$ cat src/rtl/afe_l2_wr_arbiter.sv
// -----------------------------------------------------------------------------
// afe_l2_wr_arbiter
//
// Shares the single L2 write port among NUM_CH AFE readout channels. Each cycle
// the write slot is free, one eligible channel is picked round-robin, its sample
// is popped (ch_ready_o doubles as that channel's address-generator transfer
// strobe) and a registered TCDM-style write is issued with lane-replicated data
// and byte enables derived from the sample size and low address bits.
//
// Optional feature: define AFE_ARB_PRIO_EN to add cfg_ch_prio_i. Eligible
// channels with prio=1 are then served round-robin before any prio=0 channel,
// sharing the single rr pointer.
//
// Ports:
//   clk_i, rst_i        clock, asynchronous active-high reset
//   cfg_ch_en_i         per-channel arbitration enable
//   cfg_ch_prio_i       per-channel high priority (AFE_ARB_PRIO_EN only)
//   ch_valid_i          channel has a sample ready
//   ch_data_i           per-channel sample, right-aligned
//   ch_datasize_i       per-channel size: 00 byte, 01 half, 1x word
//   ch_addr_i           per-channel current byte address
//   ch_ready_o          one-hot pop / transfer-valid
//   l2_req_o, l2_gnt_i  write request / grant
//   l2_addr_o           word-aligned address
//   l2_wdata_o          lane-replicated write data
//   l2_be_o             byte enables
//   l2_wen_o            constant 0 (write)
//   busy_o              request outstanding
// -----------------------------------------------------------------------------
module afe_l2_wr_arbiter #(
    parameter int unsigned NUM_CH = 4,
    parameter int unsigned AWIDTH = 18,
    parameter int unsigned DWIDTH = 32
) (
    input  logic                     clk_i,
    input  logic                     rst_i,
    input  logic [NUM_CH-1:0]        cfg_ch_en_i,
`ifdef AFE_ARB_PRIO_EN
    input  logic [NUM_CH-1:0]        cfg_ch_prio_i,
`endif
    input  logic [NUM_CH-1:0]        ch_valid_i,
    input  logic [NUM_CH*DWIDTH-1:0] ch_data_i,
    input  logic [NUM_CH*2-1:0]      ch_datasize_i,
    input  logic [NUM_CH*AWIDTH-1:0] ch_addr_i,
    output logic [NUM_CH-1:0]        ch_ready_o,
    output logic                     l2_req_o,
    input  logic                     l2_gnt_i,
    output logic [AWIDTH-1:0]        l2_addr_o,
    output logic [DWIDTH-1:0]        l2_wdata_o,
    output logic [3:0]               l2_be_o,
    output logic                     l2_wen_o,
    output logic                     busy_o
);

    localparam int unsigned PW = (NUM_CH > 1) ? $clog2(NUM_CH) : 1;

    logic              r_req;
    logic [AWIDTH-1:0] r_addr;
    logic [DWIDTH-1:0] r_wdata;
    logic [3:0]        r_be;
    logic [PW-1:0]     r_rr_ptr;

    logic [NUM_CH-1:0] w_elig;
    logic [NUM_CH-1:0] w_cand;
    logic              w_slot_free;
    logic              w_found;
    logic [PW-1:0]     w_win;
    logic [PW-1:0]     w_ptr_nxt;
    int unsigned       w_idx;
    logic              w_pop;
    logic [DWIDTH-1:0] w_sel_data;
    logic [1:0]        w_sel_size;
    logic [AWIDTH-1:0] w_sel_addr;
    logic [DWIDTH-1:0] w_wdata;
    logic [3:0]        w_be;

    assign w_slot_free = ~r_req | l2_gnt_i;
    assign w_elig      = ch_valid_i & cfg_ch_en_i;

`ifdef AFE_ARB_PRIO_EN
    // High-priority subset wins outright whenever it is non-empty.
    logic [NUM_CH-1:0] w_hi;
    assign w_hi   = w_elig & cfg_ch_prio_i;
    assign w_cand = (|w_hi) ? w_hi : w_elig;
`else
    assign w_cand = w_elig;
`endif

    // Cyclic search starting at the rr pointer.
    always_comb begin
        w_found = 1'b0;
        w_win   = '0;
        w_idx   = 0;
        for (int unsigned k = 0; k < NUM_CH; k++) begin
            w_idx = 32'(r_rr_ptr) + k;
            if (w_idx >= NUM_CH) begin
                w_idx = w_idx - NUM_CH;
            end
            if (!w_found && w_cand[PW'(w_idx)]) begin
                w_found = 1'b1;
                w_win   = PW'(w_idx);
            end
        end
    end

    assign w_ptr_nxt  = (32'(w_win) == NUM_CH - 1) ? '0 : w_win + 1'b1;
    assign w_pop      = w_slot_free & w_found;
    assign ch_ready_o = w_pop ? (NUM_CH'(1) << w_win) : '0;

    assign w_sel_data = ch_data_i[DWIDTH*w_win +: DWIDTH];
    assign w_sel_size = ch_datasize_i[2*w_win +: 2];
    assign w_sel_addr = ch_addr_i[AWIDTH*w_win +: AWIDTH];

    // Replicate the sample across every lane so only byte enables select it.
    always_comb begin
        w_be    = 4'b1111;
        w_wdata = w_sel_data;
        case (w_sel_size)
            2'b00: begin
                w_be    = 4'b0001 << w_sel_addr[1:0];
                w_wdata = {(DWIDTH/8){w_sel_data[7:0]}};
            end
            2'b01: begin
                w_be    = 4'b0011 << {w_sel_addr[1], 1'b0};
                w_wdata = {(DWIDTH/16){w_sel_data[15:0]}};
            end
            default: begin
                w_be    = 4'b1111;
                w_wdata = w_sel_data;
            end
        endcase
    end

    always_ff @(posedge clk_i or posedge rst_i) begin
        if (rst_i) begin
            r_req    <= 1'b0;
            r_addr   <= '0;
            r_wdata  <= '0;
            r_be     <= '0;
            r_rr_ptr <= '0;
        end else if (w_pop) begin
            r_req    <= 1'b1;
            r_addr   <= {w_sel_addr[AWIDTH-1:2], 2'b00};
            r_wdata  <= w_wdata;
            r_be     <= w_be;
            r_rr_ptr <= w_ptr_nxt;
        end else if (l2_gnt_i) begin
            r_req <= 1'b0;
        end
    end

    assign l2_req_o   = r_req;
    assign l2_addr_o  = r_addr;
    assign l2_wdata_o = r_wdata;
    assign l2_be_o    = r_be;
    assign l2_wen_o   = 1'b0;
    assign busy_o     = r_req;

endmodule

$ cat config.mk
export PLATFORM = sky130hd
export DESIGN_NAME = afe_l2_wr_arbiter
export DESIGN_NICKNAME = d
export VERILOG_FILES = /design/src/rtl/afe_l2_wr_arbiter.sv
export SDC_FILE = /design/constraint.sdc
export NUM_CORES = 1
export LEC_CHECK = 0
export CAP_MARGIN = 20
export CORE_MARGIN = 5
export CORE_UTILIZATION = 41
export DETAILED_ROUTE_END_ITERATION = 7
export GPL_ROUTABILITY_DRIVEN = 0
export PLACE_DENSITY = 0.86
export SLEW_MARGIN = 20
export SYNTH_ARGS = -nofsm -noshare
export SYNTH_HDL_FRONTEND = slang
export SYNTH_SLANG_ARGS = --single-unit
export TNS_END_PERCENT = 1
$ cat constraint.sdc
create_clock -name clk_i -period 3.7 [get_ports clk_i]
set_input_delay 0.37 -clock clk_i [delete_from_list [all_inputs] [get_ports clk_i]]
set_output_delay 0.37 -clock clk_i [all_outputs]
set_load 0.01 [all_outputs]
==> impl_table.tex, run 1 <==
\begin{tabular}{lr}
\hline
Metric & Value \\
\hline
\multicolumn{2}{l}{\textbf{Outcome}} \\
Run status & finished, final reports clean \\
\multicolumn{2}{l}{\textbf{Synthesis}} \\
Cell accounting for the most synthesized area & sky130\_fd\_sc\_hd\_\_dfrtp\_1 \\
Instance count of the mapped netlist & 610 \\
Avg Synthesized Cell Area & 7.489 µm² \\
Warnings from Yosys & 0 \\
Area share of the leading cell type in the synthesized netlist & 0.3013 \\
Post-Syn Area & 4568 µm² \\
Distinct cells, synth & 43 \\
\#FFs+latches synth & 55 \\
Top cells by area, synth & sky130\_fd\_sc\_hd\_\_dfrtp\_1, sky130\_fd\_sc\_hd\_\_nand2\_1, sky130\_fd\_sc\_hd\_\_mux2i\_1 \\
Sequential area share after synthesis & 0.3013 \\
\multicolumn{2}{l}{\textbf{Worst setup path}} \\
Reg2Reg Capture Point & l2\_wdata\_o[28] \\
Worst R2R Start & r\_rr\_ptr[0] \\
Slowest library cell on the worst path & sky130\_fd\_sc\_hd\_\_o21ai\_0 \\
Cell seen most often among critical-path stages & sky130\_fd\_sc\_hd\_\_clkdlybuf4s50\_1 \\
Worst-path maximum fanout & 13 \\
Category of the worst setup path capture point & primary output \\
Crit path cell chain & clkdlybuf4s50\_1 > nand2\_1 > o21ai\_0 > a21oi\_4 > inv\_2 > ha\_1 > and3\_1 > clkdlybuf4s50\_1 \\
Worst setup path end & ch\_ready\_o[0] \\
Highest cell delay on the worst timing path & 610 ps \\
Origin of the worst setup path & ch\_valid\_i[1] \\
R2r setup slk & 770 ps \\
Critical Path Source Type & primary input \\
Required time at the worst-slack endpoint & 3330 ps \\
Data arrival time of the critical path & 2890 ps \\
Worst Path Class, Setup & in2out \\
Cell depth of the worst flop-to-flop path & 8 \\
\multicolumn{2}{l}{\textbf{Timing}} \\
Accumulated negative setup slack & 0 ps \\
Setup Viol. Count Final & 0 \\
Fraction of the cycle the final worst path needs & 0.8802 \\
Maximum frequency from static timing analysis & 307.1 MHz \\
Max Transition Viols Final & 0 \\
Unrepaired setup endpoints after global routing & no \\
Total count of hold-check failures in the final report & 0 \\
Transition at the pin with the smallest max-transition slack & 797.0 ps \\
Min cycle time layout & 3257 ps \\
Tightest slew margin relative to the limit & 0.4679 \\
Max Clock Skew & 5.295 ps \\
\multicolumn{2}{l}{\textbf{Floorplanning}} \\
Chip Height & 115.6 µm \\
Die width & 115.6 µm \\
Core box area & 10890 µm² \\
Initial core utilization & 0.4196 \\
Number of top-level design ports & 280 \\
Std cell rows & 38 \\
Die ar. & 13350 µm² \\
\multicolumn{2}{l}{\textbf{Route}} \\
Final ANT Viol Nets & 0 \\
Average detailed-routed wire length per instance & 18.85 µm \\
Via count normalized by instance count & 5.493 \\
Via count of the routed design & 5515 \\
Number of design rule violations left after detail routing & 0 \\
DRT Wirelength & 18.92 mm \\
Detailed Routing Iterations Pass 1 & 5 \\
Drt first-iter violations & 443 \\
\multicolumn{2}{l}{\textbf{Layout}} \\
Fraction of final layout cells with drive strength greater than 1 & 0.06019 \\
Area delta synth->final & 63.82\% \\
Number of filler instances in the final layout & 919 \\
Count of antenna diodes in the layout & 0 \\
Final \#Nets & 1086 \\
\multicolumn{2}{l}{\textbf{CTS}} \\
H-tree depth reported by CTS & 2 \\
Clock tree root buffer cell & sky130\_fd\_sc\_hd\_\_clkbuf\_8 \\
Number of setup buffers added after CTS & 0 \\
Gates resized, CTS repair & 0 \\
Clock slew at reported path FFs & 100 ps \\
Count of hold-fix buffers inserted at cts & 0 \\
CTS tree & yes \\
Number of buffers created by CTS & 5 \\
Longest Clk Path Bufs & 2 \\
CTS Sinks & 55 \\
Clock network latency to the later pin of the worst-skew pair & 300 ps \\
\multicolumn{2}{l}{\textbf{Hold path}} \\
Hold/Removal Path Class & reg2reg \\
\multicolumn{2}{l}{\textbf{Global route}} \\
Pin count of the biggest net entering global routing & 45 \\
Initial antenna violation count & 0 \\
Overall Global Routing Usage & 0.2754 \\
Total global routing overflow & 0 \\
Wire length of the first global-routing pass & 29.18 mm \\
Vias in the first global route & 5593 \\
\multicolumn{2}{l}{\textbf{Placed design}} \\
Count of buffers inserted at the top-level ports & 276 \\
Detailed Place HPWL & 15.38 mm \\
\multicolumn{2}{l}{\textbf{Flow run}} \\
Max-cap check violation count & 0 \\
\multicolumn{2}{l}{\textbf{Power}} \\
Pwr dens & 392.3 nW/µm² \\
Sw Pwr & 1162 µW \\
Sequential share of power & 0.302 \\
Cell internal pwr & 1774 µW \\
Leakage power & 0.003217 µW \\
Net switching share of the total power & 0.3958 \\
Clk network pwr share & 0.119 \\
Overall power after layout & 2936 µW \\
Worst VDD drop & 0.0002530 V \\
Comb pwr share & 0.579 \\
\hline
\end{tabular}
cell usage in the layout, fill, tap and decap left out, types with 4 or more instances in the layout:
master | Yosys | layout
sky130_fd_sc_hd__ha_1 | 4 | 4
sky130_fd_sc_hd__clkdlybuf4s50_1 | 0 | 276
sky130_fd_sc_hd__a221o_1 | 8 | 8
sky130_fd_sc_hd__nand3_1 | 96 | 96
sky130_fd_sc_hd__a21oi_1 | 25 | 25
sky130_fd_sc_hd__a221oi_2 | 8 | 8
sky130_fd_sc_hd__and3_1 | 4 | 4
sky130_fd_sc_hd__clkbuf_8 | 0 | 6
sky130_fd_sc_hd__buf_4 | 9 | 19
sky130_fd_sc_hd__dfrtp_1 | 55 | 55
sky130_fd_sc_hd__o31ai_2 | 8 | 8
sky130_fd_sc_hd__nor2_1 | 12 | 12
sky130_fd_sc_hd__nand3b_1 | 16 | 16
sky130_fd_sc_hd__o21ai_0 | 11 | 11
sky130_fd_sc_hd__mux2i_1 | 63 | 63
sky130_fd_sc_hd__nand2_1 | 213 | 212
per-layer routing:
metal | wire length (µm) | GRT usage
met5 | 0 | 0
met2 | 9466 | 0.4749
met3 | 1772 | 0.05901
met1 | 7090 | 0.3421
met4 | 593 | 0.09233
cells by family after synthesis:
| family | Yosys count | synth area share |
|---|---|---|
| adders and majority gates | 4 | 0.01096 |
| DFF | 55 | 0.3013 |
| other | 1 | 0.0008209 |
| AOI/OAI and AO/OA | 79 | 0.1457 |
| buffers and inverters | 56 | 0.06491 |
| muxes | 64 | 0.1405 |
| and+or+nand+nor | 351 | 0.3358 |
cell usage after synthesis (all sizes together):
master   number
a31oi         2
a211oi        3
nand3b       16
o211ai        3
mux2i        63
o32a          1
inv           4
mux2          1
and3          4
and2          1
ha            4
a21boi        1
a221o         8
clkinv        1
nand2       213
nand2b        3
a32o          1
a221oi        8
o21ai        11
o31ai         9
o31a          1
nand4bb       1
nor2b         1
a21o          1
a21oi        26
nand4         1
nor3          3
nand3        96
dfrtp        55
o21bai        3
a31o          1
nor2         12
conb          1
buf          36
clkbuf       15
registers in the layout (all words and copies together) (netlist names):
name,flops
l2_addr_o,16
r_rr_ptr,2
l2_wdata_o,32
l2_be_o,4
busy_o,1
power groups by stage:
stage	Clock, µW	Sequential (µW)	Combinational, µW
2_1_floorplan	0	962	772
3_3_place_gp	0	896	1650
3_5_place_dp	0	899	1690
4_1_cts	353	888	1700
5_1_grt	379	911	1830
6_report	349	888	1700
how the worst min path moves through the flow:
| stage | start | endpoint | depth (start not counted) |
|---|---|---|---|
| 6_report | l2_addr_o[4] | l2_addr_o[4] | 2 |
| 5_1_grt | l2_addr_o[9] | l2_addr_o[9] | 2 |
| 4_1_cts | l2_addr_o[4] | l2_addr_o[4] | 2 |
| 3_5_place_dp | l2_addr_o[16] | l2_addr_o[16] | 2 |
| 3_3_place_gp | l2_addr_o[9] | l2_addr_o[9] | 2 |
| 2_1_floorplan | l2_addr_o[10] | l2_addr_o[10] | 2 |
through the flow:
stage          cells  hold WS, ps  utilization  setup slack (ps)  area [µm²]
4_1_cts         1004        486.6       0.6873             497.5        7483
3_3_place_gp     996        460.8       0.6786             524.2        7388
5_1_grt         1004        506.9       0.6873             325.2        7483
2_1_floorplan    612        514.1            -              1288        4576
3_5_place_dp     996        462.4       0.6786             446.3        7388
6_report        1004        482.1       0.6873             443.3        7483
area by class of cell:
type	instances	area [µm²]	share of cell area
clock buffer	7	86.33	0.01154
clock inverter	1	8.758	0.001170
inverter	5	18.77	0.002508
multi-input combinational	501	2913	0.3892
sequential	55	1376	0.1839
tap	140	175.2	0.02341
timing repair buffer	295	2905	0.3882
critical path: cells and delay by family:
kind	cells	cell delay, ps
buffers and inverters	3	1300
AO/OA/AOI/OAI	2	790
AND/OR/NAND/NOR	2	250
adder cells (fa/ha/maj)	1	180
(Power assumes the default switching activity.)
==> inputs of run 2 (changes only) <==
- MAX_ROUTING_LAYER: default -> met4
==> impl_table.tex, run 2 (synthesis results as in run 1) <==
\begin{tabular}{lr}
\hline
Metric & Value \\
\hline
\multicolumn{2}{l}{\textbf{Placed design}} \\
Detailed Place HPWL & 15.38 mm (unchanged) \\
Count of buffers inserted at the top-level ports & 276 (unchanged) \\
Placed Instances & 996 (unchanged) \\
Minimum setup slack after placement & 446.3 ps (unchanged) \\
\multicolumn{2}{l}{\textbf{CTS}} \\
CTS tree & yes (unchanged) \\
Clock slew at reported path FFs & 90 ps (was 100 ps) \\
CTS Sinks & 55 (unchanged) \\
Number of setup buffers added after CTS & 0 (unchanged) \\
Longest Clk Path Bufs & 2 (unchanged) \\
H-tree depth reported by CTS & 2 (unchanged) \\
Gates resized, CTS repair & 0 (unchanged) \\
Clock network latency to the later pin of the worst-skew pair & 300 ps (about the same) \\
Clock tree root buffer cell & sky130\_fd\_sc\_hd\_\_clkbuf\_8 (unchanged) \\
Number of buffers created by CTS & 5 (unchanged) \\
Count of hold-fix buffers inserted at cts & 0 (unchanged) \\
\multicolumn{2}{l}{\textbf{Timing}} \\
Maximum frequency from static timing analysis & 308.7 MHz (was 307.1 MHz) \\
Max Clock Skew & 5.507 ps (was 5.295 ps) \\
Min cycle time layout & 3240 ps (was 3257 ps) \\
Max Transition Viols Final & 0 (unchanged) \\
Unrepaired setup endpoints after global routing & no (unchanged) \\
Tightest slew margin relative to the limit & 0.4667 (was 0.4679) \\
Transition at the pin with the smallest max-transition slack & 798.7 ps (was 797.0 ps) \\
Final worst slack & 460.2 ps (was 443.3 ps) \\
Accumulated negative setup slack & 0 ps (unchanged) \\
Setup Viol. Count Final & 0 (unchanged) \\
Fraction of the cycle the final worst path needs & 0.8756 (was 0.8802) \\
Total count of hold-check failures in the final report & 0 (unchanged) \\
\multicolumn{2}{l}{\textbf{Worst setup path}} \\
Category of the worst setup path capture point & primary output (unchanged) \\
Critical Path Source Type & primary input (unchanged) \\
Reg2Reg Capture Point & l2\_wdata\_o[28] (unchanged) \\
R2r setup slk & 790 ps (was 770 ps) \\
Worst R2R Start & r\_rr\_ptr[0] (unchanged) \\
Worst setup path end & ch\_ready\_o[0] (unchanged) \\
Cell depth of the worst flop-to-flop path & 8 (unchanged) \\
Origin of the worst setup path & ch\_valid\_i[1] (unchanged) \\
Worst Path Class, Setup & in2out (unchanged) \\
Data arrival time of the critical path & 2870 ps (was 2890 ps) \\
Worst-path maximum fanout & 13 (unchanged) \\
Required time at the worst-slack endpoint & 3330 ps (about the same) \\
\multicolumn{2}{l}{\textbf{Power}} \\
Pwr dens & 392.0 nW/µm² (was 392.3 nW/µm²) \\
Leakage power & 0.003217 µW (unchanged) \\
Overall power after layout & 2934 µW (was 2936 µW) \\
Worst VDD drop & 0.0002518 V (was 0.0002530 V) \\
\multicolumn{2}{l}{\textbf{Global route}} \\
Global Route met3 Usage & 0.05483 (was 0.05901) \\
Vias in the first global route & 5598 (was 5593) \\
Overall Global Routing Usage & 0.2832 (was 0.2754) \\
Global-route track usage on met2 & 0.4761 (was 0.4749) \\
Most crowded layer after global routing & met2 (unchanged) \\
Initial antenna violation count & 0 (unchanged) \\
Pin count of the biggest net entering global routing & 45 (unchanged) \\
Wire length of the first global-routing pass & 29.09 mm (was 29.18 mm) \\
Global-route met1 utilization & 0.3411 (was 0.3421) \\
Total global routing overflow & 0 (unchanged) \\
\multicolumn{2}{l}{\textbf{Route}} \\
Drt first-iter violations & 519 (was 443) \\
Final ANT Viol Nets & 0 (unchanged) \\
Via count of the routed design & 5545 (was 5515) \\
Via count normalized by instance count & 5.523 (was 5.493) \\
Detailed Routing Iterations Pass 1 & 5 (unchanged) \\
Number of design rule violations left after detail routing & 0 (unchanged) \\
Average detailed-routed wire length per instance & 18.81 µm (was 18.85 µm) \\
DRT Wirelength & 18.89 mm (was 18.92 mm) \\
\multicolumn{2}{l}{\textbf{Layout}} \\
Count of antenna diodes in the layout & 0 (unchanged) \\
Final \#Nets & 1086 (unchanged) \\
Fraction of final layout cells with drive strength greater than 1 & 0.06019 (unchanged) \\
Area delta synth->final & 63.82\% (unchanged) \\
Most frequent cells in the layout & sky130\_fd\_sc\_hd\_\_clkdlybuf4s50\_1, sky130\_fd\_sc\_hd\_\_nand2\_1, sky130\_fd\_sc\_hd\_\_nand3\_1 (unchanged) \\
Most common cell after layout, fill and taps aside & sky130\_fd\_sc\_hd\_\_clkdlybuf4s50\_1 (unchanged) \\
Number of flip-flops under the largest register name & 32 (unchanged) \\
Number of filler instances in the final layout & 919 (unchanged) \\
Count of placed standard cells in the final layout, fillers left out & 1004 (unchanged) \\
\multicolumn{2}{l}{\textbf{Floorplanning}} \\
Chip Height & 115.6 µm (unchanged) \\
Initial core utilization & 0.4196 (unchanged) \\
Number of top-level design ports & 280 (unchanged) \\
Core box area & 10890 µm² (unchanged) \\
Die width & 115.6 µm (unchanged) \\
Std cell rows & 38 (unchanged) \\
Die ar. & 13350 µm² (unchanged) \\
\multicolumn{2}{l}{\textbf{Hold path}} \\
Hold/Removal Path Class & reg2reg (unchanged) \\
\multicolumn{2}{l}{\textbf{Outcome}} \\
Run status & finished, final reports clean (unchanged) \\
\multicolumn{2}{l}{\textbf{Flow run}} \\
Max-cap check violation count & 0 (unchanged) \\
\hline
\end{tabular}
## run 2: cell counts in the layout (fill, tap and decap cells not counted)
No cell type changed its count.
## run 2: final cells by class
cell class	instances	area (µm²)	area share
clock inverter	1	8.758	0.001170
timing repair buffer	295	2905	0.3882
multi-input combinational	501	2913	0.3892
clock buffer	7	86.33	0.01154
tap	140	175.2	0.02341
inverter	5	18.77	0.002508
sequential	55	1376	0.1839
## run 2: worst min-delay path by stage
stage / endpoint / start / depth (start not counted) / slack (ps)
floorplan: l2_addr_o[10] / l2_addr_o[10] / 2 / 510
global placement: l2_addr_o[9] / l2_addr_o[9] / 2 / 460
detailed placement: l2_addr_o[16] / l2_addr_o[16] / 2 / 460
CTS: l2_addr_o[4] / l2_addr_o[4] / 2 / 490
global route: l2_addr_o[9] / l2_addr_o[9] / 2 / 510
finish: l2_addr_o[12] / l2_addr_o[12] / 2 / 480
## run 2: worst max-delay path: stages
cell and delay [ps]:
sky130_fd_sc_hd__clkdlybuf4s50_1 480, sky130_fd_sc_hd__nand2_1 90, sky130_fd_sc_hd__o21ai_0 600, sky130_fd_sc_hd__a21oi_4 180
sky130_fd_sc_hd__inv_2 240, sky130_fd_sc_hd__ha_1 170, sky130_fd_sc_hd__and3_1 150, sky130_fd_sc_hd__clkdlybuf4s50_1 570
## run 2: metal layers
metal,routed length (µm),share of wire
met3,1702,0.090
met2,9340,0.49
met1,7228,0.38
met4,614,0.033
met5,0,0
## run 2: stage by stage
step / utilization / hold WS [ps] / instance area (µm²)
6_report: 0.6873 / 483.5 / 7483
4_1_cts: 0.6873 / 486.6 / 7483
5_1_grt: 0.6873 / 506.7 / 7483
3_3_place_gp: 0.6786 / 460.8 / 7388
2_1_floorplan: - / 514.1 / 4576
3_5_place_dp: 0.6786 / 462.4 / 7388
## run 2: power breakdown
group / leakage, µW / internal [µW] / switching (µW)
Sequential: 0.000655 / 776 / 112
Combinational: 0.00251 / 843 / 856
Clock: 0.0000484 / 154 / 192
==> patch 1: new RTL, flow settings as in run 2 <==
`AWIDTH`: 18 -> 9.
--- a/src/rtl/afe_l2_wr_arbiter.sv
+++ b/src/rtl/afe_l2_wr_arbiter.sv
@@ -29,7 +29,7 @@
 // -----------------------------------------------------------------------------
 module afe_l2_wr_arbiter #(
     parameter int unsigned NUM_CH = 4,
-    parameter int unsigned AWIDTH = 18,
+    parameter int unsigned AWIDTH = 9,
     parameter int unsigned DWIDTH = 32
 ) (
     input  logic                     clk_i,
Interface: changed (resized ch_addr_i and l2_addr_o); port bits go from 280 to 235. The function was not compared with the original's and may differ.
==> patch 1 against run 2 <==
Synthesized area rose by 8.4%; synthesized cell count rose by 2.6%; total power rose by 4.7%; non-clock buffer count fell by 40; worst setup slack got worse by 0.083 ns; hold slack got worse by 0.0068 ns; count of clock-buffer cells in the layout fell by 2; sequential cell count fell by 9; wire length rose by 13%; sequential share of layout area fell by 2.9 points; design area fell by 0.47%; combinational power rose by 7%; critical endpoint is now ch_ready_o[1].
==> patch 1: results (changes against run 2) <==
place:
  portBuffers: 231  # -16%
  hpwl_mm: 16.05  # +4.3%
setup_path:
  arrival_ns: 2.95  # +0.08 ns
  cp_slowest_cell: "clkdlybuf4s50_1"
  reg2reg_slack_ns: 0.74  # -0.05 ns
  critPathMaxFanout: 38  # +25
  crit_path_max_incr_delay_ns: 0.53  # -0.07 ns
clock_network:
  clockRootBuffer: "clkbuf_16"
  cts.clk_slew.worst_paths_ns: 0.06  # -0.03 ns
routing:
  routed_wirelength_mm: 21.42  # +13%
  drt-vias-per-instance: 6.762  # +22%
  firstDrtPassIters: 7  # +2
pwr:
  leakage_nw: 2.849  # -11%
  ir_drop_mv: 0.1968  # -22%
layout:
  finalNetCount: 995  # -8.4%
  nFillCells: 1018  # +11%
  drive_gt1_frac: 0.06675  # +0.006564
timing:
  hold_ws_ns: 0.4767  # -0.006846 ns
  clock_skew_ns: 0.01106  # +0.005549 ns
  tightest_slew_ns: 0.8007  # +0.001964 ns
synthesis:
  synth_cell_types: 54  # +26%
  synth_common_cells: "clkbuf_1, nand2_1, o311ai_0, o21ai_0, dfrtp_1"
  ys_top_cells_by_area: "dfrtp_1, o311ai_0, a21boi_0, o211ai_1, o21ai_0"
global_routing:
  grt_pass1_vias: 6240  # +11%
  grt_max_degree: 47  # +4.4%
  grt_use_total: 0.2885  # +0.005334
outcome:
  outcome: "completed"
patch 1: changes by cell type after synthesis, sizes merged, moves of 29 or more:
cell and delta:
clkbuf +44, o21ai +36, o311ai +51, o211ai +29, mux2i -43, a21boi +34, nand2 -158, nand3 -59
patch 1: cell families after synthesis:
logic type,after synthesis,synth area share
mux,20,0.04041
other cells,1,0.0007570
compound gates,301,0.4653
buf+inv,90,0.08007
flops,46,0.2324
fa+ha+maj,4,0.01010
simple gates,164,0.1710
patch 1: path summary, 6_finish.rpt:
kind / depth (start not counted) / startpoint / end
setup / recovery: 8 / cfg_ch_en_i[1] / ch_ready_o[1]
hold / removal: 1 / l2_addr_o[6] / l2_addr_o[6]
setup reg to reg: 9 / r_rr_ptr[1] / l2_be_o[2]
hold reg to reg: 1 / l2_addr_o[6] / l2_addr_o[6]
max in group asynchronous: 2 / rst_i / busy_o
min in group asynchronous: 2 / rst_i / l2_addr_o[5]
patch 1: final cells by class:
class                      instances  area [µm²]  area share
clock buffer                       5       125.1     0.01680
clock inverter                     3       25.02    0.003360
inverter                           8       31.28    0.004200
multi-input combinational        492        3440      0.4618
sequential                        46        1151      0.1545
tap                              147       183.9     0.02469
timing repair buffer             255        2492      0.3346
patch 1: metal layers:
metal | part of all wire | wire length, µm | GRT usage
met5 | 0 | 0 | -
met4 | 0.049 | 1055 | 0.1310
met3 | 0.095 | 2033 | 0.03629
met2 | 0.46 | 9952 | 0.4535
met1 | 0.39 | 8376 | 0.3720
patch 1: per-stage QoR:
step | cells | worst slack (ns) | instance area [µm²] | util
finish | 956 | 0.3775 | 7448 | 0.6253
global route | 956 | 0.2425 | 7448 | 0.6253
CTS | 956 | 0.4099 | 7447 | 0.6252
detailed placement | 948 | 0.4089 | 7297 | 0.6126
global placement | 948 | 0.4846 | 7297 | 0.6126
floorplan | 628 | 1.449 | 4961 | -
patch 1: power by group:
part,internal (W),switching [W]
Sequential,0.000670,0.000114
Combinational,0.000886,0.000937
Clock,0.000254,0.000209
==> patch 2: new RTL, flow settings as in run 2 <==
Without the edit above. Make the reset (`rst_i`) synchronous in one clocked block. Comments in the files are not updated.
--- a/src/rtl/afe_l2_wr_arbiter.sv
+++ b/src/rtl/afe_l2_wr_arbiter.sv
@@ -131,7 +131,7 @@
         endcase
     end
 
-    always_ff @(posedge clk_i or posedge rst_i) begin
+    always_ff @(posedge clk_i) begin
         if (rst_i) begin
             r_req    <= 1'b0;
             r_addr   <= '0;
Behaviour: differs if rst_i is asserted again (counterexample within 4 cycles, from zero or initial values and one cycle with rst_i high); with rst_i held inactive, the same outputs for 4 cycles.
==> patch 2 against run 2 <==
Design area shrank 2.3%; synthesized area shrank 2.4%; sequential share of layout area shrank 3.3 points; worst setup slack gained 0.23 ns; wire length grew 3.0%; clock skew grew 0.0054 ns; fmax grew 7.6%; sequential cell count is the same; count of clock-buffer cells in the layout shrank 2; synthesized cell count grew 5.6%; critical path type unchanged; die area shrank 2.2%; first-iteration DRC count grew 13%; total power shrank 15%.
==> patch 2: results (changes against run 2) <==
synthesis:
  synth_cell_types: 44  # +2.3%
  synthFlopType: "dfxtp_1"
  ys_top_cells_by_area: "dfxtp_1, nand2_1, mux2i_1, nand3_1, a311oi_1"
  ys_seq_area_frac: 0.2470  # -0.05430
  async_flop_share: 0  # -1.000
  synth_common_cells: "nand2_1, nand3_1, dfxtp_1, mux2i_1, nor2_1"
setup_path:
  r2r-start: "r_rr_ptr[0]"
  arrival_ns: 2.64  # -0.23 ns
  crit_path_max_incr_delay_ns: 0.48  # -0.12 ns
  r2r-end: "l2_wdata_o[19]"
  critPathMaxFanout: 17  # +4
  endpoint: "ch_ready_o[2]"
  cp_slowest_cell: "clkdlybuf4s50_1"
  crit_start: "cfg_ch_en_i[1]"
layout:
  finalNetCount: 1101  # +1.4%
  largest_reg_flops: 32  # unchanged
  drive_gt1_frac: 0.03413  # -0.02606
global_routing:
  antenna_found_initial: 0  # unchanged
  grt_pass1_wl_mm: 29.57  # +1.7%
  grt_use_total: 0.2874  # +0.004250
  grt_max_degree: 83  # +84%
  grt_pass1_vias: 5687  # +1.6%
routing:
  routed_wirelength_mm: 19.45  # +3.0%
  dr.first_iter.drc_count: 589  # +13%
  num_vias: 5904  # +6.5%
  firstDrtPassIters: 8  # +3
floorplanning:
  start_util: 0.4149  # -0.004677
clock_network:
  cts.clk_slew.worst_paths_ns: 0.11  # +0.02 ns
  clockRootBuffer: "clkbuf_8"
  htree_levels: 2  # unchanged
  cts_resized: 0  # unchanged
  clk_latency_ns: 0.31
pwr:
  ir_drop_mv: 0.2368  # -5.9%
  leakage_nw: 2.895  # -10%
place:
  hpwl_mm: 15.11  # -1.8%
  portBuffers: 276  # unchanged
timing:
  clock_skew_ns: 0.01093  # +0.005427 ns
  relSlewSlack: 0.2994  # -0.1673
outcome:
  outcome: "completed"
[patch 2: cell types whose count changed after synthesis, sizes merged, moves of 9 or more]
| cell | before | now |
|---|---|---|
| a311oi | 0 | 27 |
| dfrtp | 55 | 0 |
| dfxtp | 0 | 55 |
| mux2i | 63 | 51 |
| nand2 | 213 | 185 |
| nand3b | 16 | 0 |
| nor2 | 12 | 29 |
| o31ai | 9 | 0 |
[patch 2: cell families (layout without fill, tap and decap cells)]
family,Yosys count,in the layout,synth area share
other,1,3,0.0008412
AOI/OAI and AO/OA,117,117,0.2091
buffers and inverters,69,302,0.07578
and+or+nand+nor,345,345,0.3357
adders and majority gates,4,4,0.01123
muxes,53,53,0.1204
DFF,55,55,0.2470
[patch 2: metrics by stage]
stage	instance area [µm²]	setup WS, ns	instances
6_report	7315	0.6902	1019
5_1_grt	7315	0.5859	1019
4_1_cts	7315	0.6942	1019
3_5_place_dp	7217	0.5799	1011
3_3_place_gp	7217	0.6959	1011
2_1_floorplan	4466	1.305	646
[patch 2: critical path, delay by kind of cell]
| family | cells | cell delay (ns) |
|---|---|---|
| AND/OR/NAND/NOR | 2 | 0.27 |
| adder cells (fa/ha/maj) | 1 | 0.21 |
| buffers and inverters | 3 | 1.05 |
| AO/OA/AOI/OAI | 2 | 0.74 |
[patch 2: final cells by class]
| class | instances | area (µm²) |
|---|---|---|
| clock buffers | 5 | 68.82 |
| inverters | 7 | 26.28 |
| fillers | 931 | 3431 |
| repair buffers | 287 | 2878 |
| flip-flops and latches | 55 | 1101 |
| clock inverters | 3 | 28.78 |
| multi-input cells | 522 | 3037 |
| well taps | 140 | 175.2 |
[patch 2: report_power, final]
| part | switching [W] | internal (W) | total (W) | leakage, nW |
|---|---|---|---|---|
| clock | 0.000228 | 0.000141 | 0.000369 | 0.0502 |
| sequential | 0.0000536 | 0.000685 | 0.000738 | 0.456 |
| combinational | 0.000698 | 0.000675 | 0.00137 | 2.39 |
| total | 0.000979 | 0.00150 | 0.00248 | 2.89 |
[patch 2: layer usage]
layer	GRT usage	vias up	part of all wire
met5	-	-	0
met4	0.07363	0	0.022
met3	0.05074	40	0.094
met2	0.4824	367	0.49
met1	0.3580	2734	0.39
li1	-	2763	-
[patch 2: worst min-delay path by stage]
| stage | startpoint | to | slack, ns | cells past startpoint |
|---|---|---|---|---|
| 5_1_grt | l2_be_o[0] | l2_be_o[0] | 0.48 | 2 |
| 3_3_place_gp | l2_addr_o[2] | l2_addr_o[2] | 0.44 | 2 |
| 6_report | l2_addr_o[5] | l2_addr_o[5] | 0.46 | 2 |
| 3_5_place_dp | l2_addr_o[5] | l2_addr_o[5] | 0.45 | 2 |
| 4_1_cts | l2_addr_o[5] | l2_addr_o[5] | 0.46 | 2 |
| 2_1_floorplan | l2_addr_o[10] | l2_addr_o[10] | 0.48 | 2 |
